`src/rtl/sipo_frame_ctrl_pkg.sv`:
```
// Shared types and constants for the serial frame receiver.
// Line levels, FSM state encoding and the parity helper used by sipo_frame_ctrl.
package sipo_pkg;

   localparam logic START_LVL = 1'b0;
   localparam logic STOP_LVL  = 1'b1;
   localparam logic IDLE_LVL  = 1'b1;
   localparam int   MAX_WIDTH = 16;

   typedef enum logic [2:0] {
      IDLE   = 3'd0,
      SHIFT  = 3'd1,
      PARITY = 3'd2,
      STOP   = 3'd3,
      BREAK  = 3'd4
   } state_t;

   // XOR reduction of a zero-extended word; zero padding leaves the result unchanged.
   function automatic logic par_xor(input logic [MAX_WIDTH-1:0] d);
      return ^d;
   endfunction

endpackage

```
`src/rtl/sipo_frame_ctrl_if.sv`:
```
// Parallel-side and strobe signals of the frame receiver bundled as one port.
// The master modport drives stimulus, the slave modport is the receiver itself.
interface sipo_frame_ctrl_if #(parameter int WIDTH = 4);
   logic             bit_en;
   logic             si;
   logic             out_ready;
   logic             err_clr;
   logic [WIDTH-1:0] out_data;
   logic             out_valid;
   logic             parity_err;
   logic             frame_err;
   logic             overrun;
   logic             busy;

   modport master (
      output bit_en, si, out_ready, err_clr,
      input  out_data, out_valid, parity_err, frame_err, overrun, busy
   );

   modport slave (
      input  bit_en, si, out_ready, err_clr,
      output out_data, out_valid, parity_err, frame_err, overrun, busy
   );
endinterface

```
`src/rtl/sipo_shift_core.sv`:
```
// WIDTH-bit right-shift register: the serial bit enters at the MSB, so the
// first bit received ends up in the LSB after WIDTH shifts.
module sipo_shift_core #(
   parameter int WIDTH = 4
) (
   input  logic             clk,
   input  logic             clear_n,
   input  logic             i_shift,
   input  logic             i_clr,
   input  logic             i_si,
   output logic [WIDTH-1:0] o_q
);

   logic [WIDTH-1:0] r_q;

   // Shift register with synchronous clear taking priority over shift.
   always_ff @(posedge clk or negedge clear_n) begin
      if (!clear_n) begin
         r_q <= '0;
      end else if (i_clr) begin
         r_q <= '0;
      end else if (i_shift) begin
         r_q <= {i_si, r_q[WIDTH-1:1]};
      end else begin
         r_q <= r_q;
      end
   end

   assign o_q = r_q;

endmodule

```
`src/rtl/sipo_frame_ctrl.sv`:
```
// Serial frame receiver: start bit, WIDTH data bits LSB first, optional even
// parity, stop bit; good words land in a one-entry valid/ready output buffer.
module sipo_frame_ctrl
   import sipo_pkg::*;
#(
   parameter int WIDTH     = 4,
   parameter bit PARITY_EN = 1'b1
) (
   input  logic             clk,
   input  logic             clear_n,
   sipo_frame_ctrl_if.slave bus
);

   localparam int CW = $clog2(WIDTH + 1);

   state_t           r_state;
   state_t           w_next;
   logic [CW-1:0]    r_cnt;
   logic [CW-1:0]    w_cnt_nxt;
   logic             r_pbit;
   logic             w_pbit_nxt;
   logic             w_shift;
   logic             w_sclr;
   logic             w_commit;
   logic             w_perr;
   logic             w_ferr;
   logic             w_par_ok;
   logic             w_accept;
   logic [WIDTH-1:0] w_data;

   logic [WIDTH-1:0] r_out_data;
   logic             r_out_valid;
   logic             r_parity_err;
   logic             r_frame_err;
   logic             r_overrun;
   logic             r_busy;

   sipo_shift_core #(.WIDTH(WIDTH)) u_shift (
      .clk     (clk),
      .clear_n (clear_n),
      .i_shift (w_shift),
      .i_clr   (w_sclr),
      .i_si    (bus.si),
      .o_q     (w_data)
   );

   assign w_par_ok = PARITY_EN ? (par_xor(MAX_WIDTH'(w_data)) == r_pbit) : 1'b1;
   assign w_accept = r_out_valid & bus.out_ready;

   // FSM state, bit counter and captured parity bit.
   always_ff @(posedge clk or negedge clear_n) begin
      if (!clear_n) begin
         r_state <= IDLE;
         r_cnt   <= '0;
         r_pbit  <= 1'b0;
      end else begin
         r_state <= w_next;
         r_cnt   <= w_cnt_nxt;
         r_pbit  <= w_pbit_nxt;
      end
   end

   // Next-state and strobe decode; nothing advances without bit_en.
   always_comb begin
      w_next     = r_state;
      w_cnt_nxt  = r_cnt;
      w_pbit_nxt = r_pbit;
      w_shift    = 1'b0;
      w_sclr     = 1'b0;
      w_commit   = 1'b0;
      w_perr     = 1'b0;
      w_ferr     = 1'b0;
      if (bus.bit_en) begin
         case (r_state)
            IDLE: begin
               if (bus.si == START_LVL) begin
                  w_next    = SHIFT;
                  w_cnt_nxt = '0;
                  w_sclr    = 1'b1;
               end else begin
                  w_next = IDLE;
               end
            end
            SHIFT: begin
               w_shift   = 1'b1;
               w_cnt_nxt = r_cnt + CW'(1);
               if (r_cnt == CW'(WIDTH - 1)) begin
                  if (PARITY_EN) begin
                     w_next = PARITY;
                  end else begin
                     w_next = STOP;
                  end
               end else begin
                  w_next = SHIFT;
               end
            end
            PARITY: begin
               w_pbit_nxt = bus.si;
               w_next     = STOP;
            end
            STOP: begin
               if (bus.si != STOP_LVL) begin
                  w_ferr = 1'b1;
                  w_next = BREAK;
               end else if (w_par_ok) begin
                  w_commit = 1'b1;
                  w_next   = IDLE;
               end else begin
                  w_perr = 1'b1;
                  w_next = IDLE;
               end
            end
            BREAK: begin
               // A held-low line must return high before a new start bit counts.
               if (bus.si == IDLE_LVL) begin
                  w_next = IDLE;
               end else begin
                  w_next = BREAK;
               end
            end
            default: begin
               w_next = IDLE;
            end
         endcase
      end else begin
         w_next = r_state;
      end
   end

   // Output buffer, sticky overrun and one-cycle error pulses.
   always_ff @(posedge clk or negedge clear_n) begin
      if (!clear_n) begin
         r_out_data   <= '0;
         r_out_valid  <= 1'b0;
         r_parity_err <= 1'b0;
         r_frame_err  <= 1'b0;
         r_overrun    <= 1'b0;
         r_busy       <= 1'b0;
      end else begin
         if (w_commit && (!r_out_valid || bus.out_ready)) begin
            r_out_data  <= w_data;
            r_out_valid <= 1'b1;
         end else if (w_accept) begin
            r_out_valid <= 1'b0;
         end else begin
            r_out_valid <= r_out_valid;
         end
         if (w_commit && r_out_valid && !bus.out_ready) begin
            r_overrun <= 1'b1;
         end else if (bus.err_clr) begin
            r_overrun <= 1'b0;
         end else begin
            r_overrun <= r_overrun;
         end
         r_parity_err <= w_perr;
         r_frame_err  <= w_ferr;
         r_busy       <= (w_next != IDLE);
      end
   end

   assign bus.out_data   = r_out_data;
   assign bus.out_valid  = r_out_valid;
   assign bus.parity_err = r_parity_err;
   assign bus.frame_err  = r_frame_err;
   assign bus.overrun    = r_overrun;
   assign bus.busy       = r_busy;

endmodule

```
`src/flat_wrapper.sv`:
```
// flat-port wrapper written by rule: the top's interface ports become plain ports
module sipo_frame_ctrl_flat import sipo_pkg::*;
#(
   parameter int WIDTH     = 4,
   parameter bit PARITY_EN = 1'b1
)
  (clk, clear_n, bus_bit_en, bus_si, bus_out_ready, bus_err_clr, bus_out_data, bus_out_valid, bus_parity_err, bus_frame_err, bus_overrun, bus_busy);
  sipo_frame_ctrl_if #(.WIDTH(WIDTH)) bus_i ();
  input  logic clk;
  input  logic clear_n;
  input wire logic [$bits(bus_i.bit_en)-1:0] bus_bit_en;
  input wire logic [$bits(bus_i.si)-1:0] bus_si;
  input wire logic [$bits(bus_i.out_ready)-1:0] bus_out_ready;
  input wire logic [$bits(bus_i.err_clr)-1:0] bus_err_clr;
  output wire logic [$bits(bus_i.out_data)-1:0] bus_out_data;
  output wire logic [$bits(bus_i.out_valid)-1:0] bus_out_valid;
  output wire logic [$bits(bus_i.parity_err)-1:0] bus_parity_err;
  output wire logic [$bits(bus_i.frame_err)-1:0] bus_frame_err;
  output wire logic [$bits(bus_i.overrun)-1:0] bus_overrun;
  output wire logic [$bits(bus_i.busy)-1:0] bus_busy;
  assign bus_i.bit_en = bus_bit_en;
  assign bus_i.si = bus_si;
  assign bus_i.out_ready = bus_out_ready;
  assign bus_i.err_clr = bus_err_clr;
  assign bus_out_data = bus_i.out_data;
  assign bus_out_valid = bus_i.out_valid;
  assign bus_parity_err = bus_i.parity_err;
  assign bus_frame_err = bus_i.frame_err;
  assign bus_overrun = bus_i.overrun;
  assign bus_busy = bus_i.busy;
  sipo_frame_ctrl #(.WIDTH(WIDTH), .PARITY_EN(PARITY_EN)) u_core (.clk(clk), .clear_n(clear_n), .bus(bus_i));
endmodule
```
`config.mk`:
```
export PLATFORM = sky130hd
export DESIGN_NAME = sipo_frame_ctrl_flat
export DESIGN_NICKNAME = d
export VERILOG_FILES = /design/src/rtl/sipo_frame_ctrl_pkg.sv /design/src/rtl/sipo_frame_ctrl_if.sv /design/src/rtl/sipo_shift_core.sv /design/src/rtl/sipo_frame_ctrl.sv /design/src/flat_wrapper.sv
export SDC_FILE = /design/constraint.sdc
export NUM_CORES = 1
export LEC_CHECK = 0
export ABC_CLOCK_PERIOD_IN_PS = 3200
export CORE_MARGIN = 2
export CORE_UTILIZATION = 58
export CTS_BUF_LIST = sky130_fd_sc_hd__clkbuf_2 sky130_fd_sc_hd__clkbuf_4 sky130_fd_sc_hd__clkbuf_8
export DETAILED_ROUTE_END_ITERATION = 10
export HOLD_SLACK_MARGIN = 0.03
export PLACE_DENSITY = 0.86
export SKIP_LAST_GASP = 1
export SYNTH_ARGS = -nofsm -noshare
export SYNTH_HDL_FRONTEND = slang
export SYNTH_SLANG_ARGS = --single-unit
```
`constraint.sdc`:
```
create_clock -name clk -period 3.2 [get_ports clk]
set_input_delay 0.64 -clock clk [delete_from_list [all_inputs] [get_ports clk]]
set_output_delay 0.64 -clock clk [all_outputs]
set_load 0.005 [all_outputs]
```
==> metrics.txt <==
status=finished, final reports clean; XOR/XNOR Fraction of Synth Area=0.06276; wire per inst=approximately 14 µm; largest net degree at the start of global routing=21; Synth Area in Adders=0.02729; register area share after synthesis=0.5457; Pleak=0.5088 nW; list of most frequent post-synthesis cells=20 x dfrtp_1, 6 x inv_1, 6 x nand2_1; Routed WL=1499 µm; Slew Limit Fails=0; Layout Cells excl Fill=roughly 110; #FFs+latches synth=20; data arrival time of the critical path=2.14 ns; Fin Clk Skew=slightly below 0.005 ns; Die Width=about 44 µm; unique cell type count in the Yosys netlist=28; CTS clk-pin slew, worst paths=0.10 ns; Post-synth EDFFs=0; syn nets=between 80 and 90; first-pass GRT wire length=between 2000 and 3000 µm; post-route cell area=0.001089 mm²; crit start category=primary input; share of layout cells above drive strength 1=0.1075; fillers=between 90 and 100; f_max=510.9 MHz; Hold WC Path Type=flip-flop to flip-flop; Die ar.=0.001915 mm²; synthesized area per cell=approximately 12 µm²; CTS buffer count=3; R2R depth=4; ordered cell list for the critical path=clkdlybuf4s50_1 > and4b_1 > nand3_1 > nand2b_4 > mux2_4; grt total ovfl=0; post-detail-place hpwl=~1200 µm; Site Rows=14; number of port buffers=14; Synth Area in Compound Gates=0.1323; FF-to-FF Start=u_core.u_shift.o_q[1]; Crit-path slowest cell=clkdlybuf4s50_1; GRT Util Overall=0.1872; largest family of logic cells by synthesized area=simple AND/OR/NAND/NOR gates; Syn. warnings=0; period utilization=0.6116; Mapped Area=roughly 920 µm²; DRC=0; cell taking the most area after synthesis=dfrtp_1; Final setup viols=0; fin nets=about 100; Clock Latency Late Sink=0.29 ns; Initial Util=0.6160; Worst Setup SP=bus_bit_en; RSZ-0062 raised after global routing=false; Synth async-reset ratio=1.000; Placed Area=0.001066 mm²; CTS tree=built; post-synthesis simple-gate area fraction=0.1460; Max Cap Violations=0; synthesized instance count=between 70 and 80; Initial DRC Count=6; post-CTS sizing=0; Power Dens Cells=approximately 900 mW/mm²; Routed Antenna Nets=0; Die Y=43.77 µm; placed cells=between 100 and 150; GP Congestion=0.8076; top_reg_cell synth=dfrtp_1; reg2reg setup slack=approximately 1.6 ns; share of the synthesized area in the top cell type=0.5457; CP max stage delay=0.54 ns; Ports=15; reg-to-reg endpoint=u_core.bus.out_data[2]; 1st-pass router iterations=4; number of antenna repair diodes=0; H-Tree Depth=1; Worst Path Required=about 3.4 ns; Hold Fails Final Rpt=0; largest fanout on the critical path=6; Crit. End Element=flip-flop; Critical Path Sink=u_core.bus.out_data[2]; setup TNS=0 ns; Area Overhead vs Synth=18.69%; Setup Crit Path Kind=primary input to flip-flop; top post-synthesis cells by area=dfrtp_1 55%, mux2_4 4.9%, a22o_1 4.8%, ha_1 2.7%, xnor3_2 2.6%; Max transition margin=0.4322; count leader, synth=dfrtp_1; post-CTS setup buffer count=0; DR vias=slightly above 600; maximum vdd drop=419.9 µV; CTS sink count=20; min Tclk post-route=between 1.5 and 2 ns; mux cell area share after synthesis=0.04911; vias in the first global route=600; worst slew pin tran=between 0.8 and 0.9 ns; Core ar.=~0.0015 mm²; deepest clock path buffer count=2; initial antenna violation count=0; Post-CTS Hold Buffers=0; clk root buf=clkbuf_4; DR vias/cell=roughly 5.5
==> worst min path at each step <==
stage / from / end / depth (start not counted)
after floorplan: clear_n / u_core.bus.busy / 0
after global placement: u_core.r_cnt[2] / u_core.r_cnt[2] / 2
after detailed placement: u_core.r_cnt[0] / u_core.r_cnt[0] / 1
after CTS: u_core.r_cnt[0] / u_core.r_cnt[0] / 1
after global routing: u_core.r_cnt[0] / u_core.r_cnt[0] / 1
final: u_core.r_cnt[0] / u_core.r_cnt[0] / 1
==> metrics by stage <==
step | power (W) | util | worst slack (ns) | hold slack (ns)
2_1_floorplan | 0.0007493 | - | 1.499 | 0.3444
3_3_place_gp | 0.0008551 | 0.7160 | 0.9684 | 0.4636
3_5_place_dp | 0.0008689 | 0.7160 | 0.9291 | 0.4810
4_1_cts | 0.0009845 | 0.7311 | 1.248 | 0.4923
5_1_grt | 0.001043 | 0.7311 | 1.188 | 0.5245
6_report | 0.0009745 | 0.7311 | 1.243 | 0.4888
==> layout make-up <==
type,instances,area (µm²),share of cell area
well taps,16,20.02,0.01839
clock buffers,3,22.52,0.02069
flip-flops and latches,20,500.5,0.4598
multi-input cells,50,382.9,0.3517
repair buffers,14,140.1,0.1287
inverters,6,22.52,0.02069
==> cells in the final DEF, fill, tap and decap left out <==
cell,count
nand3b_1,1
clkdlybuf4s50_1,14
inv_1,6
a21oi_1,2
nor3_1,1
xnor2_2,1
nor2_1,4
xnor2_1,2
ha_1,2
nor2b_1,1
xnor3_2,1
nand3_1,2
and2_1,2
o21ai_1,2
and4b_1,1
or3_1,1
nor3b_2,1
mux2_4,3
o22ai_1,3
nand2_1,6
nand2b_4,1
nand2b_1,2
a21boi_0,1
o21ai_0,3
a211o_1,1
a22oi_1,1
clkbuf_4,3
dfrtp_1,20
a22o_1,5
==> power by group <==
part,internal (W),leakage (nW),total [W],switching (W)
clock network,0.0000438,0.0138,0.000112,0.0000685
registers,0.000341,0.253,0.000427,0.0000859
logic,0.000251,0.242,0.000436,0.000184
==> per-layer routing <==
| layer | up-vias | wire length, µm | global-route usage | share of wire |
|---|---|---|---|---|
| li1 | 304 | - | - | - |
| met1 | 284 | 702 | 0.2452 | 0.47 |
| met2 | 14 | 711 | 0.2971 | 0.47 |
| met3 | 2 | 66 | 0.02500 | 0.044 |
| met4 | 0 | 18 | 0.1091 | 0.012 |
| met5 | - | 0 | 0 | 0 |
==> kinds of logic (layout without fill, tap and decap cells) <==
| family | after synthesis | in the layout |
|---|---|---|
| and+or+nand+nor | 23 | 23 |
| adders and majority gates | 2 | 2 |
| xor gates and xnor gates | 4 | 4 |
| buffers and inverters | 7 | 23 |
| AOI/OAI and AO/OA | 18 | 18 |
| DFF | 20 | 20 |
| muxes | 3 | 3 |
==> state kept, by name (all words and copies together) (netlist names) <==
register and cells:
u_core.bus.out_data 4, u_core.u_shift.o_q 4, u_core.r_cnt 3, u_core.r_state 3, u_core.bus.busy 1, u_core.bus.frame_err 1, u_core.bus.out_valid 1, u_core.bus.overrun 1
u_core.bus.parity_err 1, u_core.r_pbit 1
==> worst max-delay path, delay by kind of cell <==
family | cells | cell delay, ns
muxes | 1 | 0.29
and+or+nand+nor | 3 | 0.67
buffers and inverters | 1 | 0.54
(Power assumes the default switching activity.)
==> RTL change 1, RTL diff (same settings) <==
`WIDTH` is set to 4 in 4 places; all go to 16.
--- a/src/rtl/sipo_frame_ctrl_if.sv
+++ b/src/rtl/sipo_frame_ctrl_if.sv
@@ -2,3 +2,3 @@
 // The master modport drives stimulus, the slave modport is the receiver itself.
-interface sipo_frame_ctrl_if #(parameter int WIDTH = 4);
+interface sipo_frame_ctrl_if #(parameter int WIDTH = 16);
    logic             bit_en;
--- a/src/rtl/sipo_shift_core.sv
+++ b/src/rtl/sipo_shift_core.sv
@@ -3,3 +3,3 @@
 module sipo_shift_core #(
-   parameter int WIDTH = 4
+   parameter int WIDTH = 16
 ) (
--- a/src/rtl/sipo_frame_ctrl.sv
+++ b/src/rtl/sipo_frame_ctrl.sv
@@ -5,3 +5,3 @@
 #(
-   parameter int WIDTH     = 4,
+   parameter int WIDTH     = 16,
    parameter bit PARITY_EN = 1'b1
--- a/src/flat_wrapper.sv
+++ b/src/flat_wrapper.sv
@@ -3,3 +3,3 @@
 #(
-   parameter int WIDTH     = 4,
+   parameter int WIDTH     = 16,
    parameter bit PARITY_EN = 1'b1
Interface: changed (resized bus_out_data); port bits go from 15 to 27. The function was not compared with the original's and may differ.
==> RTL change 1 against the original RTL <==
Die area is 110% higher; clock skew is 7.6 ps higher; count of clock-buffer cells in the layout rose by 3; sequential cell count is 26 higher; final area grew 130%; first-iteration DRC count grew to 18 times the old value; routed wire length increased to 2.6 times the old value; area after synthesis increased by 130%; worst hold slack lost 64 ps; via count up 140%; power is 100% higher; worst setup slack worse by 390 ps; critical endpoint is now u_core.bus.out_data[3]; largest power group unchanged.
==> RTL change 1: results (changes against the original RTL) <==
status:
  status: "finished, final reports clean"
logic_synthesis:
  synth_area_leaders: "dfrtp_1 (55%), mux2_4 (7.2%), nand2_1 (7.2%), mux2_2 (4.3%), xnor2_1 (3.8%)"
  synth_compound_area_share_pct: 8.000  # -5.2 points
  synth_fa_ha_area_share_pct: 1.194  # -1.5 points
  syn-num-nets: 188  # +120%
  synthMuxAreaShare_pct: 12.54  # +7.6 points
  seq_area_frac_synth_pct: 54.93  # +0.36 points
  synth_cell_type_count: 33  # +18%
  syn_area_per_cell_um2: 11.64  # -2.2%
routing:
  finalWirelength_mm: 3.839  # +160%
  met3_length_um: 168  # +150%
  via_count: 1431  # +140%
  drt_iter0_markers: 108  # +102
global_routing:
  met1_usage_pct: 26.62  # +2.1 points
  grt_first_pass_wirelength_mm: 6.651  # +160%
  grt.met3_usage_pct: 5.810  # +3.3 points
  grt_max_degree: 47  # +120%
  grt_use_met2_pct: 35.68  # +6.0 points
placed_design:
  dpl_cell_area_mm2: 0.002396  # +120%
  port_buffers: 26  # +12
  place_inst: 249  # +130%
  post-place-ws_ps: 466.3  # -462.8 ps
  dp_hpwl_mm: 2.641  # +120%
  place_congestion: 0.7190  # -11%
clocking:
  insertion_delay_ps: 360  # +70 ps
  htreeDepth: 2  # +1
  cts-buffers-inserted: 5  # +2
  ctsLongestPathBuffers: 2  # unchanged
cells_and_area:
  drive_gt1_share_pct: 17.06  # +6.3 points
  fin_nets: 218  # +110%
  fillers: 235  # +160%
power:
  powerComb_w: 0.000851  # +95%
  p_leak_nw: 1.154  # +130%
  powerDensity_mw_per_mm2: 807.2  # -9.8%
  p_sw_w: 0.0007138  # +110%
worst_setup_path:
  cp.arrival_ps: 2610  # +470 ps
  r2r_end: "u_core.bus.out_data[3]"
  r2r_setup_slack_ps: 940  # -630 ps
  ff2ff_path_depth: 6  # +2
timing:
  worst_pin_slew_ps: 987.5  # +138.4 ps
  fin_hold_ws_ps: 424.8  # -64.00 ps
  period_minus_slack_ps: 2351  # +393.4 ps
RTL change 1: changes by cell type after synthesis, sizes merged, moves of 5 or more:
| cell | delta |
|---|---|
| nand2 | +34 |
| mux2 | +15 |
| dfrtp | +26 |
| xnor2 | +7 |
| a22o | -5 |
| clkbuf | +6 |
| a21oi | +13 |
RTL change 1: logic make-up (layout without fill, tap and decap cells):
| group | Yosys count | count (layout) |
|---|---|---|
| AND/OR/NAND/NOR | 59 | 59 |
| flip-flops | 46 | 46 |
| AO/OA/AOI/OAI | 30 | 30 |
| multiplexers | 19 | 19 |
| XOR/XNOR | 14 | 14 |
| buffers and inverters | 10 | 41 |
| adder cells (fa/ha/maj) | 2 | 2 |
RTL change 1: final cells by class:
type	count	area, um^2	share of cell area, %
Clock buffer	6	51.30	2.085
Clock inverter	2	12.51	0.5086
Inverter	3	11.26	0.4578
Multi-Input combinational cell	124	890.9	36.22
Sequential cell	46	1151	46.80
Tap cell	46	57.56	2.340
Timing Repair Buffer	30	285.3	11.60
